$ cat src/rtl/soc_mem_arbiter.sv
// soc_mem_arbiter: shares one single-port synchronous memory between the
// instruction-fetch port and the data port of the core.
// Optional feature macro: SOC_ARB_RR_EN selects round-robin arbitration;
// when undefined the data port has fixed priority over the instruction port.
//
// Handshake: a master raises req with stable fields and holds them until gnt.
// gnt is a one-cycle pulse in the cycle the request is accepted. The fields
// seen in that cycle are latched. The response arrives later as a one-cycle
// rvalid pulse with rdata/err. Only one transaction is outstanding at a time.
module soc_mem_arbiter #(
    parameter int ADDR_W      = 32,
    parameter int DATA_W      = 32,
    parameter int MEM_AW      = 12,
    parameter int WAIT_STATES = 0,
    localparam int SEL_W      = DATA_W / 8
) (
    input  logic              clk,
    input  logic              rst,
    input  logic              i_req,
    input  logic [ADDR_W-1:0] i_addr,
    output logic              i_gnt,
    output logic              i_rvalid,
    output logic [DATA_W-1:0] i_rdata,
    output logic              i_err,
    input  logic              d_req,
    input  logic              d_we,
    input  logic [SEL_W-1:0]  d_sel,
    input  logic [ADDR_W-1:0] d_addr,
    input  logic [DATA_W-1:0] d_wdata,
    output logic              d_gnt,
    output logic              d_rvalid,
    output logic [DATA_W-1:0] d_rdata,
    output logic              d_err,
    output logic              mem_ce,
    output logic              mem_we,
    output logic [SEL_W-1:0]  mem_sel,
    output logic [MEM_AW-1:0] mem_addr,
    output logic [DATA_W-1:0] mem_wdata,
    input  logic [DATA_W-1:0] mem_rdata
);

    typedef enum logic [1:0] {
        ST_IDLE   = 2'd0,
        ST_ACCESS = 2'd1,
        ST_WAIT   = 2'd2,
        ST_RESP   = 2'd3
    } state_t;

    localparam logic [3:0] WS_CNT = 4'(WAIT_STATES);

    state_t            state, state_nxt;
    logic [3:0]        wait_cnt, wait_cnt_nxt;
    logic              arb_open;
    logic              grant_i, grant_d;
    logic              i_oor, d_oor;
    logic              own_d_q, we_q, err_q;
    logic [SEL_W-1:0]  sel_q;
    logic [MEM_AW-1:0] waddr_q;
    logic [DATA_W-1:0] wdata_q;
    logic [DATA_W-1:0] resp_data;
    logic              unused_addr_bits;

    // Byte-offset bits never reach the word-addressed memory.
    assign unused_addr_bits = ^{i_addr[1:0], d_addr[1:0]};

    // Any address bit above the memory window marks the access out of range.
    assign i_oor = |i_addr[ADDR_W-1:MEM_AW+2];
    assign d_oor = |d_addr[ADDR_W-1:MEM_AW+2];

    // A new request can only be accepted while idle or while responding.
    assign arb_open = !rst && ((state == ST_IDLE) || (state == ST_RESP));

`ifdef SOC_ARB_RR_EN
    logic last_d;

    // Round-robin choice: on contention, the master not granted last wins.
    always_comb begin
        grant_i = 1'b0;
        grant_d = 1'b0;
        if (arb_open) begin
            if (d_req && (!i_req || !last_d)) grant_d = 1'b1;
            else if (i_req)                   grant_i = 1'b1;
        end
    end

    // Remember which master took the most recent grant; resets to "instr last".
    always_ff @(posedge clk or posedge rst) begin
        if (rst)                      last_d <= 1'b0;
        else if (grant_i || grant_d)  last_d <= grant_d;
    end
`else
    // Fixed priority: the data port always wins on contention.
    always_comb begin
        grant_i = 1'b0;
        grant_d = 1'b0;
        if (arb_open) begin
            if (d_req)      grant_d = 1'b1;
            else if (i_req) grant_i = 1'b1;
        end
    end
`endif

    assign i_gnt = grant_i;
    assign d_gnt = grant_d;

    // State and wait-counter registers.
    always_ff @(posedge clk or posedge rst) begin
        if (rst) begin
            state    <= ST_IDLE;
            wait_cnt <= 4'd0;
        end else begin
            state    <= state_nxt;
            wait_cnt <= wait_cnt_nxt;
        end
    end

    // Next-state logic: one access cycle, WAIT_STATES wait cycles, one response cycle.
    always_comb begin
        state_nxt    = state;
        wait_cnt_nxt = 4'd0;
        case (state)
            ST_IDLE:   if (grant_i || grant_d) state_nxt = ST_ACCESS;
            ST_ACCESS: state_nxt = (WAIT_STATES == 0) ? ST_RESP : ST_WAIT;
            ST_WAIT: begin
                wait_cnt_nxt = wait_cnt + 4'd1;
                if (wait_cnt_nxt == WS_CNT) state_nxt = ST_RESP;
            end
            ST_RESP:   state_nxt = (grant_i || grant_d) ? ST_ACCESS : ST_IDLE;
            default:   state_nxt = ST_IDLE;
        endcase
    end

    // Latch the winning request; instruction fetches are full-word reads.
    always_ff @(posedge clk or posedge rst) begin
        if (rst) begin
            own_d_q <= 1'b0;
            we_q    <= 1'b0;
            err_q   <= 1'b0;
            sel_q   <= '0;
            waddr_q <= '0;
            wdata_q <= '0;
        end else if (grant_d) begin
            own_d_q <= 1'b1;
            we_q    <= d_we;
            err_q   <= d_oor;
            sel_q   <= d_sel;
            waddr_q <= d_addr[MEM_AW+1:2];
            wdata_q <= d_wdata;
        end else if (grant_i) begin
            own_d_q <= 1'b0;
            we_q    <= 1'b0;
            err_q   <= i_oor;
            sel_q   <= '1;
            waddr_q <= i_addr[MEM_AW+1:2];
            wdata_q <= '0;
        end
    end

    // Memory strobe only in the access cycle and never for out-of-range accesses.
    always_comb begin
        mem_ce    = (state == ST_ACCESS) && !err_q;
        mem_we    = mem_ce && we_q;
        mem_sel   = mem_ce ? sel_q   : '0;
        mem_addr  = mem_ce ? waddr_q : '0;
        mem_wdata = mem_ce ? wdata_q : '0;
    end

    // Response: route memory data to the owner; writes and errors return zero.
    always_comb begin
        resp_data = ((state == ST_RESP) && !we_q && !err_q) ? mem_rdata : '0;
        i_rvalid  = (state == ST_RESP) && !own_d_q;
        d_rvalid  = (state == ST_RESP) && own_d_q;
        i_rdata   = i_rvalid ? resp_data : '0;
        d_rdata   = d_rvalid ? resp_data : '0;
        i_err     = i_rvalid && err_q;
        d_err     = d_rvalid && err_q;
    end

endmodule

$ cat config.mk
export PLATFORM = sky130hd
export DESIGN_NAME = soc_mem_arbiter
export DESIGN_NICKNAME = d
export VERILOG_FILES = /design/src/rtl/soc_mem_arbiter.sv
export SDC_FILE = /design/constraint.sdc
export NUM_CORES = 1
export LEC_CHECK = 0
export BUFFER_PORTS_ARGS = -buffer_cell sky130_fd_sc_hd__buf_2
export CAP_MARGIN = 20
export CELL_PAD_IN_SITES_DETAIL_PLACEMENT = 1
export CELL_PAD_IN_SITES_GLOBAL_PLACEMENT = 2
export CORE_MARGIN = 3
export CORE_UTILIZATION = 20
export CTS_CLUSTER_SIZE = 25
export DETAILED_ROUTE_END_ITERATION = 7
export GPL_ROUTABILITY_DRIVEN = 0
export GPL_TIMING_DRIVEN = 0
export HOLD_SLACK_MARGIN = 0.03
export PLACE_DENSITY_LB_ADDON = 0.12
export SETUP_SLACK_MARGIN = 0.15
export SYNTH_ARGS = -nofsm -noshare
export SYNTH_HDL_FRONTEND = slang
export SYNTH_SLANG_ARGS = --single-unit
$ cat constraint.sdc
create_clock -name clk -period 2.6 [get_ports clk]
set_clock_uncertainty 0.05 [all_clocks]
set_input_delay 0.13 -clock clk [delete_from_list [all_inputs] [get_ports clk]]
set_output_delay 0.13 -clock clk [all_outputs]
set_load 0.01 [all_outputs]
After elaboration in Yosys (flattened, before gate mapping)
Index checks and enable logic that the tools add are counted.
{ "totals": {"regBits": 57, "output_inout_bits": 120, "elab_cells": 62} }
{ "classes": {"addsub": 1, "eq_ne": 5, "muxes": 27, "reduce_logical": 21} }
{ "ops": {"columns": ["op", "count"], "rows": [
  ["$mux W32", 6],
  ["$mux W12", 3],
  ["$reduce_or A18 Y1", 2],
  ["$mux W4", 4],
  ["$mux W1", 11],
  ["$logic_and A1 B1 Y1", 9],
  ["$pmux W2 S4", 1],
  ["$add A4 B1 Y4 const B", 1],
  ["$eq A2 B2 Y1 const B", 2],
  ["$logic_not A1 Y1", 4],
  ["$logic_not A4 Y1", 1],
  ["$mux W2", 2],
  ["$eq A2 B1 Y1 const B", 1],
  ["$logic_not A2 Y1", 1],
  ["$logic_or A1 B1 Y1", 2],
  ["$ne A2 B1 Y1 const B", 1],
  ["$ne A2 B2 Y1 const B", 1],
  ["$reduce_and A2 Y1", 1],
  ["$reduce_bool A2 Y1", 1]
]} }

Logic depth before layout (Yosys ltp)
Gate-level depths: netlist of the first run.
{ "depth": {"ltp_word": 7, "mapped_depth": 8, "depth_no_buf": 7} }

Worst setup path before layout of the first run
No wires, ideal clock.
{ "synth_path": {"kind": "reg2reg", "startpoint": "reg state[0]", "endpoint": "reg state[1]", "setup_ns": 0.128, "arrival_ns": 2.103, "required_ns": 2.422, "slack_ns": 0.319, "stages_incl_launch_ff": 9, "n_path_buf": 1, "cell_sequence": "dfrtp_1 > inv_1 > ha_1 > or3b_1 > buf_2 > inv_4 > nor2_2 > a221o_1 > mux2_1"} }
{ "synth_via": {"elab_cells_between_ends": 13} }
{ "synth_lines": {"columns": ["element", "line", "rtl"], "rows": [
  ["start: declaration", "51", "state_t state, state_nxt;"],
  ["start signal: assignment", "112", "state <= state_nxt;"],
  ["$eq A2 B2 Y1 (tied with other cells)", "121", "case (state)"],
  ["$pmux W2 S4 (*)", "121", null],
  ["named net state_nxt[1]", "51", null]
]} }
Mark *: on every way through the listed nets, which the timed path passes. The rest lies on a longest branch.
A chain may end at the register's enable or synchronous reset.

Worst setup path after layout of the first run
{ "layout_path": {"startpoint": "reg state[0]", "endpoint": "out i_gnt"} }
{ "layout_via": {"elab_chain_len": 4, "elab_cells_between_ends": 5} }
{ "layout_lines": {"columns": ["element", "line", "rtl"], "rows": [
  ["$eq A2 B2 Y1 / $logic_not A2 Y1 (equally long branches)", "71", "assign arb_open = !rst && ((state == ST_IDLE) || (state == ST_RESP));"],
  ["$logic_or A1 B1 Y1 (*)", "71", null],
  ["$logic_and A1 B1 Y1 (*)", "71", null],
  ["$mux W1 (*)", "96", "if (arb_open) begin"],
  ["end: declaration", "21", "output logic i_gnt,"]
]} }
Every way passes the cells marked *; elsewhere a longest branch is shown, timed or not.

==> summary.md, run 1 <==
| Metric | Value |
|---|---|
| Final setup viols | 0 |
| CTS Buf Count | 9 |
| Area added between synthesis and finish | 78.68% |
| Pin count of the biggest net entering global routing | 36 |
| Post-DRT Antenna Nets | 0 |
| Relative slew slack | 0.4620 |
| Initial antenna violation count | 0 |
| Crit path largest cell delay | 400 ps |
| Most frequent cells in the layout | buf_2 (253), and2_1 (117), dfrtp_1 (57) |
| Hold WC Path Type | primary input to flop |
| Critical-path top delay cell | dfrtp_1 |
| 1st-pass router iterations | 4 |
| CP endpoint kind | output pin |
| Most common cell after layout, fill and taps aside | buf_2 |
| Max cap viols | 0 |
| Mapped Cells | 330 |
| Outcome | complete, no violations |
| Seq/Total Area, Yosys | 0.4576 |
| Post-DP HPWL | 10.28 mm |
| Syn nets | 472 |
| Routed vias | 3695 |
| Drt total wl | 13.31 mm |
| Fillcell total | 1792 |
| Overflow after GRT | 0 |
| Clock buffer depth | 2 |
| Die boundary height | 130.8 um |
| Setup TNS | 0 ps |
| Max Fclk | 0.4367 GHz |
| Sw Share | 0.3656 |
| Leading area contributor after synthesis | dfrtp_1 |
| Core Area | 0.01486 mm2 |
| CP required | 2420 ps |
| CP bufs+invs | 4 |
| CP Data Arrival Time | 2110 ps |
| Reg power frac | 0.312 |
| Die area | 0.01712 mm2 |
| Max VDD drop | 0.0002728 V |
| Clk_lat worst skew | 320 ps |
| Top post-synthesis cells by area | dfrtp_1 (46%), and2_1 (23%), a22o_1 (9.3%), nand2_1 (3.5%), clkbuf_1 (2.8%) |
| Worst-path fanout max | 10 |
| First-pass GRT wire length | 20.09 mm |
| Family with the most delay on the worst path | buffers and inverters |
| Met2 Use GR | 0.2774 |
| Layout Cells excl Fill | 842 |
| Vias per cell | 4.388 |
| Placed Instances | 767 |
| # diodes | 0 |
| Layout cells sized above 1 | 0.4422 |
| Met1 GRT Util | 0.1676 |
| Drt wl/cell | 15.80 um |
| First DRT Iteration DRCs | 114 |
| Max Slew Vio Count | 0 |
| Met3 Use GR | 0.03740 |
| RSZ-0062 raised after global routing | no |
| CTS Sinks | 57 |
| Yosys top cell area share | 0.4576 |
| Critical Path Start Type | flop |
| Leak | 0.003086 uW |
| Vias in the first global route | 4002 |
| Die Width | 130.8 um |
| Final period utilization | 0.8807 |
| Pint | 2938 uW |
| DRC violations left | 0 |
| Cells along the critical path | inv_2, ha_4, or3b_1, clkbuf_1, clkbuf_8, nor2_1, buf_2 |
| Syn avg cell area | 9.445 um2 |
| Net Switching | 1693 uW |
| Measured slew at the worst slew-check pin | 805.8 ps |
| Worst-path clk slew | 50 ps |
| GR peak layer | met2 |
| Core Util, Final | 0.3747 |
| Final min period | 2290 ps |
| Logic pwr share | 0.435 |
| IO buf count | 252 |
| Power per cell area | 831.5 mW/mm2 |
| Yosys warns | 0 |
| GRT Overall Usage | 0.1496 |
| CTS H-tree lvls | 3 |
| Starting Density | 0.2097 |
| NumNets Final | 795 |
| Synth Cell Area | 0.003117 mm2 |
| Clock Power Share | 0.253 |
| Synth unique cells | 29 |
| Seq cells post-synth | 57 |
| Cell Rows | 44 |
| Hold Fails Final Rpt | 0 |
| CTS tree | done |
| I/O pin count | 257 |
| Root Buffer | clkbuf_16 |
| Critical Setup Path Class | flop to output pin |
through the flow:
stage                     setup WS (ps)  power (uW)  cell area, um2  hold WS [ps]
after floorplan                   319.5        2541            3117         196.6
after global placement            18.90        3288            4608         306.5
after detailed placement          69.45        3330            4628         308.5
after CTS                         127.6        4662            5518         30.58
after global routing              140.0        5016            5569         45.55
final                             310.2        4631            5569         40.18
kinds of logic (layout without fill, tap and decap cells):
kind of cell | count (synthesis) | count (layout) | share of synthesized area
simple gates | 183 | 183 | 0.3364
flops | 57 | 57 | 0.4576
compound gates | 53 | 53 | 0.1381
buf+inv | 28 | 356 | 0.03492
fa+ha+maj | 5 | 5 | 0.02007
mux | 3 | 3 | 0.01004
xor+xnor | 1 | 1 | 0.002811
metal layers:
| metal | part of all wire | wire length, um |
|---|---|---|
| met5 | 0 | 0 |
| met4 | 0.015 | 193 |
| met2 | 0.51 | 6730 |
| met3 | 0.075 | 999 |
| met1 | 0.40 | 5383 |
synthesized netlist by cell type:
cell,n
a211oi_1,1
nor4_1,8
nand3_1,2
mux2i_1,2
clkbuf_1,23
a21oi_1,1
or3b_1,2
nand4_1,1
nor2_2,1
a221o_1,1
xor2_1,1
nor2_1,13
or4_1,2
nand2_1,29
ha_1,5
and2_1,117
dfrtp_1,57
nor2b_1,3
inv_4,1
buf_2,1
nand2b_1,1
and3_1,1
inv_1,3
o32ai_1,1
mux2_1,1
o22a_1,4
a22o_1,33
nor3b_1,3
a31oi_1,12
layout make-up:
cell class                      instances  area, um2  share of cell area
Buffer                                 24      117.6             0.02112
Clock buffer                           10      229.0             0.04111
Clock inverter                          6      68.82             0.01236
Inverter                                4      20.02            0.003595
Multi-Input combinational cell        245       1615              0.2900
Sequential cell                        57       1426              0.2561
Tap cell                              184      230.2             0.04134
Timing Repair Buffer                  312       1862              0.3343
power groups by stage:
stage / Sequential, uW / Clock, uW / Combinational (uW)
floorplan: 1380 / 0 / 1160
global placement: 1430 / 0 / 1850
detailed placement: 1450 / 0 / 1880
CTS: 1440 / 1210 / 2010
global route: 1500 / 1250 / 2270
finish: 1440 / 1170 / 2010
worst paths after layout:
path | start | end | slack [ps] | cells after the start
worst max-delay path | state[0]$_DFFE_PP0P_ | i_gnt | 310 | 7
worst min-delay path | d_addr[13] | waddr_q[11]$_DFFE_PP0P_ | 40 | 3
worst max register to register | state[0]$_DFFE_PP0P_ | state[1]$_DFFE_PP0P_ | 320 | 8
worst min register to register | wait_cnt[0]$_DFF_PP0_ | wait_cnt[0]$_DFF_PP0_ | 410 | 1
max in group asynchronous | rst | err_q$_DFFE_PP0P_ | 1400 | 4
min in group asynchronous | rst | wdata_q[0]$_DFFE_PP0P_ | 490 | 3
repair_timing:
action / in CTS / in global routing
endpoints found under the setup margin: 63 / 84
hold buffers: 55 / 0
cloned: 0 / 0
resized for setup: 7 / 24
pin swaps: 1 / 1
setup buffers: 1 / 3
endpoints found under the hold margin: 83 / 0
worst min-delay path, stage by stage:
cell,delay (ps)
buf_2,100
nor2_1,90
a31oi_1,40
sequential cells by signal, indices dropped and copies added (netlist names):
| register | cells |
|---|---|
| wait_cnt | 4 |
| state | 2 |
| sel_q | 4 |
| wdata_q | 32 |
| we_q | 1 |
| own_d_q | 1 |
| waddr_q | 12 |
| err_q | 1 |
Note: power is estimated with default switching activity, not from simulation.
==> run 2: changes to the inputs <==
--- a/config.mk
+++ b/config.mk
@@ -8,3 +8,3 @@
 export BUFFER_PORTS_ARGS = -buffer_cell sky130_fd_sc_hd__buf_2
-export CAP_MARGIN = 20
+export CAP_MARGIN = 10
 export CELL_PAD_IN_SITES_DETAIL_PLACEMENT = 1
@@ -13,2 +13,3 @@
 export CORE_UTILIZATION = 20
+export CTS_BUF_LIST = sky130_fd_sc_hd__clkbuf_2 sky130_fd_sc_hd__clkbuf_4 sky130_fd_sc_hd__clkbuf_8
 export CTS_CLUSTER_SIZE = 25
--- a/constraint.sdc
+++ b/constraint.sdc
@@ -4,2 +4,2 @@
 set_output_delay 0.13 -clock clk [all_outputs]
-set_load 0.01 [all_outputs]
+set_load 0.05 [all_outputs]
==> run 2 against run 1 <==
Net effect: flip-flop and latch count unchanged; final area up 0.88%; largest power group unchanged; first-iteration DRC count down 29%; die area unchanged.
==> summary.md, run 2 (same netlist as run 1, synthesis figures left out) <==
| Metric | Value |
|---|---|
| CP Data Arrival Time | 2520 ps |
| Routed vias | 3718 |
| Drt wl/cell | 16.76 um |
| Clk_lat worst skew | 340 ps |
| Critical Path Start Type | flop |
| 1st-pass router iterations | 4 |
| Root Buffer | clkbuf_8 |
| Hold path startpoint | d_addr[22] |
| Hold WC Path Type | primary input to flop |
| Fillcell total | 1816 |
| Overflow after GRT | 0 |
| NumNets Final | 803 |
| Reg2reg start | state[0]$_DFFE_PP0P_ |
| DRC violations left | 0 |
| Max Fclk | 0.4258 GHz |
| # diodes | 0 |
| CP required | 2770 ps |
| I/O pin count | 257 |
| Final worst slack | 251.3 ps |
| Final min period | 2349 ps |
| Critical Setup Path Class | flop to flop |
| Critical-path top delay cell | dfrtp_1 |
| Core Util, Final | 0.3779 |
| Worst-path fanout max | 7 |
| Core Area | 0.01486 mm2 |
| Post-DP HPWL | 11.14 mm |
| Cells along the critical path | inv_2, ha_2, or3b_1, buf_2, clkinv_4, nor2_4, a221o_1, mux2_1 |
| Family with the most delay on the worst path | simple AND/OR/NAND/NOR gates |
| CTS Buf Count | 9 |
| Largest registers | wdata_q: 32 flops, waddr_q: 12 flops |
| Area added between synthesis and finish | 80.25% |
| Max Slew Vio Count | 0 |
| Die area | 0.01712 mm2 |
| CP bufs+invs | 3 |
| Clock Power Share | 0.177 |
| Worst setup path start | state[0]$_DFFE_PP0P_ |
| Power per cell area | 941.4 mW/mm2 |
| Outcome | complete, no violations |
| Relative slew slack | 0.6115 |
| CTS tree | done |
| RSZ-0062 raised after global routing | yes |
| Net Switching | 2507 uW |
| Measured slew at the worst slew-check pin | 582.7 ps |
| Number of flip-flops under the largest register name | 32 |
| Cell Rows | 44 |
| Worst-path clk slew | 60 ps |
| Drt total wl | 14.23 mm |
| Most frequent cells in the layout | buf_2 (246), and2_1 (117), dlygate4sd3_1 (63) |
| Post-DRT Antenna Nets | 0 |
| First-pass GRT wire length | 21.10 mm |
| Clock buffer depth | 2 |
| Pre-CTS setup slack | 26.95 ps |
| Reg power frac | 0.274 |
| Logic pwr share | 0.549 |
| Layout cells sized above 1 | 0.4496 |
| IO buf count | 252 |
| Vias in the first global route | 4000 |
| Max VDD drop | 0.0002625 V |
| Leak | 0.003108 uW |
| Setup TNS | 0 ps |
| Hold Fails Final Rpt | 0 |
| Initial antenna violation count | 0 |
| Sw Share | 0.4741 |
| Overall Power | 5289 uW |
| Pin count of the biggest net entering global routing | 38 |
| Starting Density | 0.2097 |
| CP endpoint kind | flop |
| First DRT Iteration DRCs | 81 |
| CTS Sinks | 57 |
| Vias per cell | 4.379 |
| Die Width | 130.8 um |
| CTS H-tree lvls | 3 |
| Register with the most flip-flops | wdata_q |
| GRT Overall Usage | 0.1611 |
| Hold slack | 46.29 ps |
| Most common cell after layout, fill and taps aside | buf_2 |
| Pint | 2781 uW |
| Max cap viols | 0 |
| Final setup viols | 0 |
| Final period utilization | 0.9033 |
| Die boundary height | 130.8 um |
| Crit path largest cell delay | 410 ps |
[run 2: changes by cell type in the layout (fill, tap and decap cells not counted), moves of 2 or more]
cell	before	now
clkbuf_2	7	10
clkbuf_4	0	8
dlygate4sd3_1	55	63
clkbuf_16	9	0
clkbuf_1	15	7
buf_4	4	6
buf_2	253	246
clkinv_4	4	1
clkbuf_8	1	12
[run 2: power groups by stage]
stage | registers [uW] | logic (uW) | clock network (uW)
after CTS | 1440 | 2900 | 976
after global routing | 1500 | 3150 | 1020
after detailed placement | 1450 | 2750 | 0
final | 1450 | 2900 | 938
after global placement | 1430 | 2720 | 0
after floorplan | 1380 | 2010 | 0
[run 2: final timing paths]
| check | endpoint | slack, ps | depth (start not counted) |
|---|---|---|---|
| min in group asynchronous | waddr_q[10]$_DFFE_PP0P_ | 370 | 3 |
| max in group asynchronous | wdata_q[1]$_DFFE_PP0P_ | 1540 | 4 |
| setup reg to reg | state[1]$_DFFE_PP0P_ | 250 | 8 |
| setup / recovery | state[1]$_DFFE_PP0P_ | 250 | 8 |
| hold / removal | err_q$_DFFE_PP0P_ | 50 | 3 |
| hold reg to reg | wait_cnt[0]$_DFF_PP0_ | 420 | 1 |
[run 2: cell type report]
cell class / count / area [um2] / area share
buffer: 23 / 126.4 / 0.02249
clock buffer: 10 / 137.6 / 0.02450
clock inverter: 5 / 80.08 / 0.01425
inverter: 4 / 20.02 / 0.003563
multi-input combinational: 245 / 1622 / 0.2886
sequential: 57 / 1426 / 0.2539
tap: 184 / 230.2 / 0.04098
timing repair buffer: 321 / 1976 / 0.3517
[run 2: repair_timing]
action | 4_1_cts | 5_1_grt
setup buffers | 1 | 4
endpoints found under the hold margin | 70 | 0
hold buffers | 63 | 0
gates resized for setup | 23 | 24
pin swaps | 1 | 1
endpoints found under the setup margin | 76 | 127
[run 2: worst reg2reg max path, delay by kind of cell, from the launching register on]
family / cells / cell delay [ps]
compound gates: 1 / 390
fa+ha+maj: 1 / 300
buf+inv: 3 / 330
flops: 1 / 410
mux: 1 / 310
simple gates: 2 / 450
[run 2: per-layer routing]
metal,track usage,part of all wire,vias to the layer above
met3,0.03740,0.079,8
met5,0,0,-
met4,0.04779,0.0082,0
met2,0.3167,0.55,154
li1,-,-,1776
met1,0.1680,0.36,1780
[run 2: through the flow]
step,area [um2],cells
2_1_floorplan,3119,330
3_3_place_gp,4611,766
3_5_place_dp,4631,767
4_1_cts,5547,846
5_1_grt,5618,849
6_report,5618,849
==> run 3: changes to the inputs <==
- PLACE_DENSITY_LB_ADDON: 0.12 -> 0.1
- SKIP_LAST_GASP: default -> 1
- TNS_END_PERCENT: default -> 30
==> run 3 against run 2 <==
Net effect: sequential share of layout area is 0.35 points higher; register-to-register slack worse by 110 ps; sequential power hardly changed; critical endpoint unchanged; highest routed layer unchanged.
==> summary.md, run 3 (same netlist as run 1, synthesis figures left out) <==
| Metric | Value |
|---|---|
| Final worst slack | 139.0 ps |
| Worst-path fanout max | 10 |
| Max Fclk | 0.4063 GHz |
| Final min period | 2461 ps |
| Root Buffer | clkbuf_8 |
| Leak | 0.003066 uW |
| GRT Overall Usage | 0.1531 |
| First DRT Iteration DRCs | 85 |
| Critical Path Start Type | flop |
| Drt total wl | 13.64 mm |
| Final setup viols | 0 |
| DRC violations left | 0 |
| Clock buffer depth | 2 |
| Overall Power | 5021 uW |
| Measured slew at the worst slew-check pin | 552.5 ps |
| Die area | 0.01712 mm2 |
| Worst-path clk slew | 60 ps |
| Largest registers | wdata_q: 32 flops, waddr_q: 12 flops |
| Hold slack | 111.2 ps |
| CTS tree | done |
| CTS Buf Count | 9 |
| Cell Rows | 44 |
| CP endpoint kind | flop |
| Drt wl/cell | 16.06 um |
| Max VDD drop | 0.0002921 V |
| Vias in the first global route | 3863 |
| Number of flip-flops under the largest register name | 32 |
| Clk_lat worst skew | 340 ps |
| Layout cells sized above 1 | 0.4361 |
| Pre-CTS setup slack | 32.36 ps |
| I/O pin count | 257 |
| CP Data Arrival Time | 2630 ps |
| Most common cell after layout, fill and taps aside | buf_2 |
| Power per cell area | 906.1 mW/mm2 |
| Pin count of the biggest net entering global routing | 37 |
| Critical Setup Path Class | flop to flop |
| Post-DRT Antenna Nets | 0 |
| Outcome | complete, no violations |
| Die boundary height | 130.8 um |
| Routed vias | 3693 |
| Relative slew slack | 0.6311 |
| IO buf count | 252 |
| CTS Sinks | 57 |
| Hold WC Path Type | primary input to flop |
| CP required | 2770 ps |
| First-pass GRT wire length | 20.07 mm |
| Final period utilization | 0.9465 |
| Overflow after GRT | 0 |
| Hold Fails Final Rpt | 0 |
| # diodes | 0 |
| 1st-pass router iterations | 4 |
| Post-DP Area | 0.004631 mm2 |
| Starting Density | 0.2097 |
| Area added between synthesis and finish | 77.80% |
| Initial antenna violation count | 0 |
| CTS H-tree lvls | 3 |
| Fin area | 0.005542 mm2 |
| Vias per cell | 4.350 |
| Die Width | 130.8 um |
| Most frequent cells in the layout | buf_2 (248), and2_1 (117), dlygate4sd3_1 (65) |
| Max cap viols | 0 |
| Post-DP HPWL | 10.58 mm |
| Core Area | 0.01486 mm2 |
| Register with the most flip-flops | wdata_q |
| Placed Instances | 767 |
| RSZ-0062 raised after global routing | yes |
| Max Slew Vio Count | 0 |
| NumNets Final | 802 |
| Layout Cells excl Fill | 849 |
-- run 3: changes by cell type in the layout (fill, tap and decap cells not counted), moves of 2 or more --
cell           previous run  this run
buf_4                     6         2
dlygate4sd3_1            63        65
buf_2                   246       248
bufinv_16                 2         0
clkbuf_1                  7        11
clkbuf_2                 10         8
-- run 3: power by group --
part           switching (uW)  internal, uW
combinational            1900           934
sequential                204          1240
clock                     381           363
-- run 3: area by class of cell --
class	instances	area, um2
clock buffers	11	138.9
flip-flops and latches	57	1426
fillers	1818	9323
clock inverters	5	32.53
multi-input cells	245	1612
inverters	4	17.52
well taps	184	230.2
plain buffers	24	123.9
repair buffers	319	1961
-- run 3: through the flow --
step                utilization  TNS [ps]
floorplan                     -         0
global placement         0.3102    -7.655
detailed placement       0.3115         0
CTS                      0.3701         0
global route             0.3728         0
finish                   0.3728         0
-- run 3: critical path, cell delays in order (launching register included) --
cell	delay, ps
dfrtp_1	370
inv_1	90
ha_1	360
or3b_1	380
buf_2	150
inv_4	130
nor2_2	120
a221o_1	380
mux2_1	320
-- run 3: routing by layer --
metal,share of wire,vias to the layer above,track usage
met4,0.016,0,0.04658
li1,-,1779,-
met5,0,-,0
met1,0.39,1740,0.1684
met2,0.53,162,0.2918
met3,0.073,12,0.03333
-- run 3: final timing paths --
check / startpoint / endpoint / slack [ps] / cells after the start
hold / removal: d_addr[19] / err_q$_DFFE_PP0P_ / 110 / 4
min in group asynchronous: rst / waddr_q[1]$_DFFE_PP0P_ / 390 / 3
setup / recovery: state[0]$_DFFE_PP0P_ / state[1]$_DFFE_PP0P_ / 140 / 8
hold reg to reg: wait_cnt[0]$_DFF_PP0_ / wait_cnt[0]$_DFF_PP0_ / 420 / 1
setup reg to reg: state[0]$_DFFE_PP0P_ / state[1]$_DFFE_PP0P_ / 140 / 8
max in group asynchronous: rst / wdata_q[23]$_DFFE_PP0P_ / 1530 / 4
-- run 3: timing repair --
item                                   CTS  global route
gates cloned                             0             0
hold buffers                            65             0
buffers inserted                         0             1
gates resized for setup                 17            18
endpoints found under the hold margin   71             0
setup endpoints to repair               75           112
pin swaps                                1             0
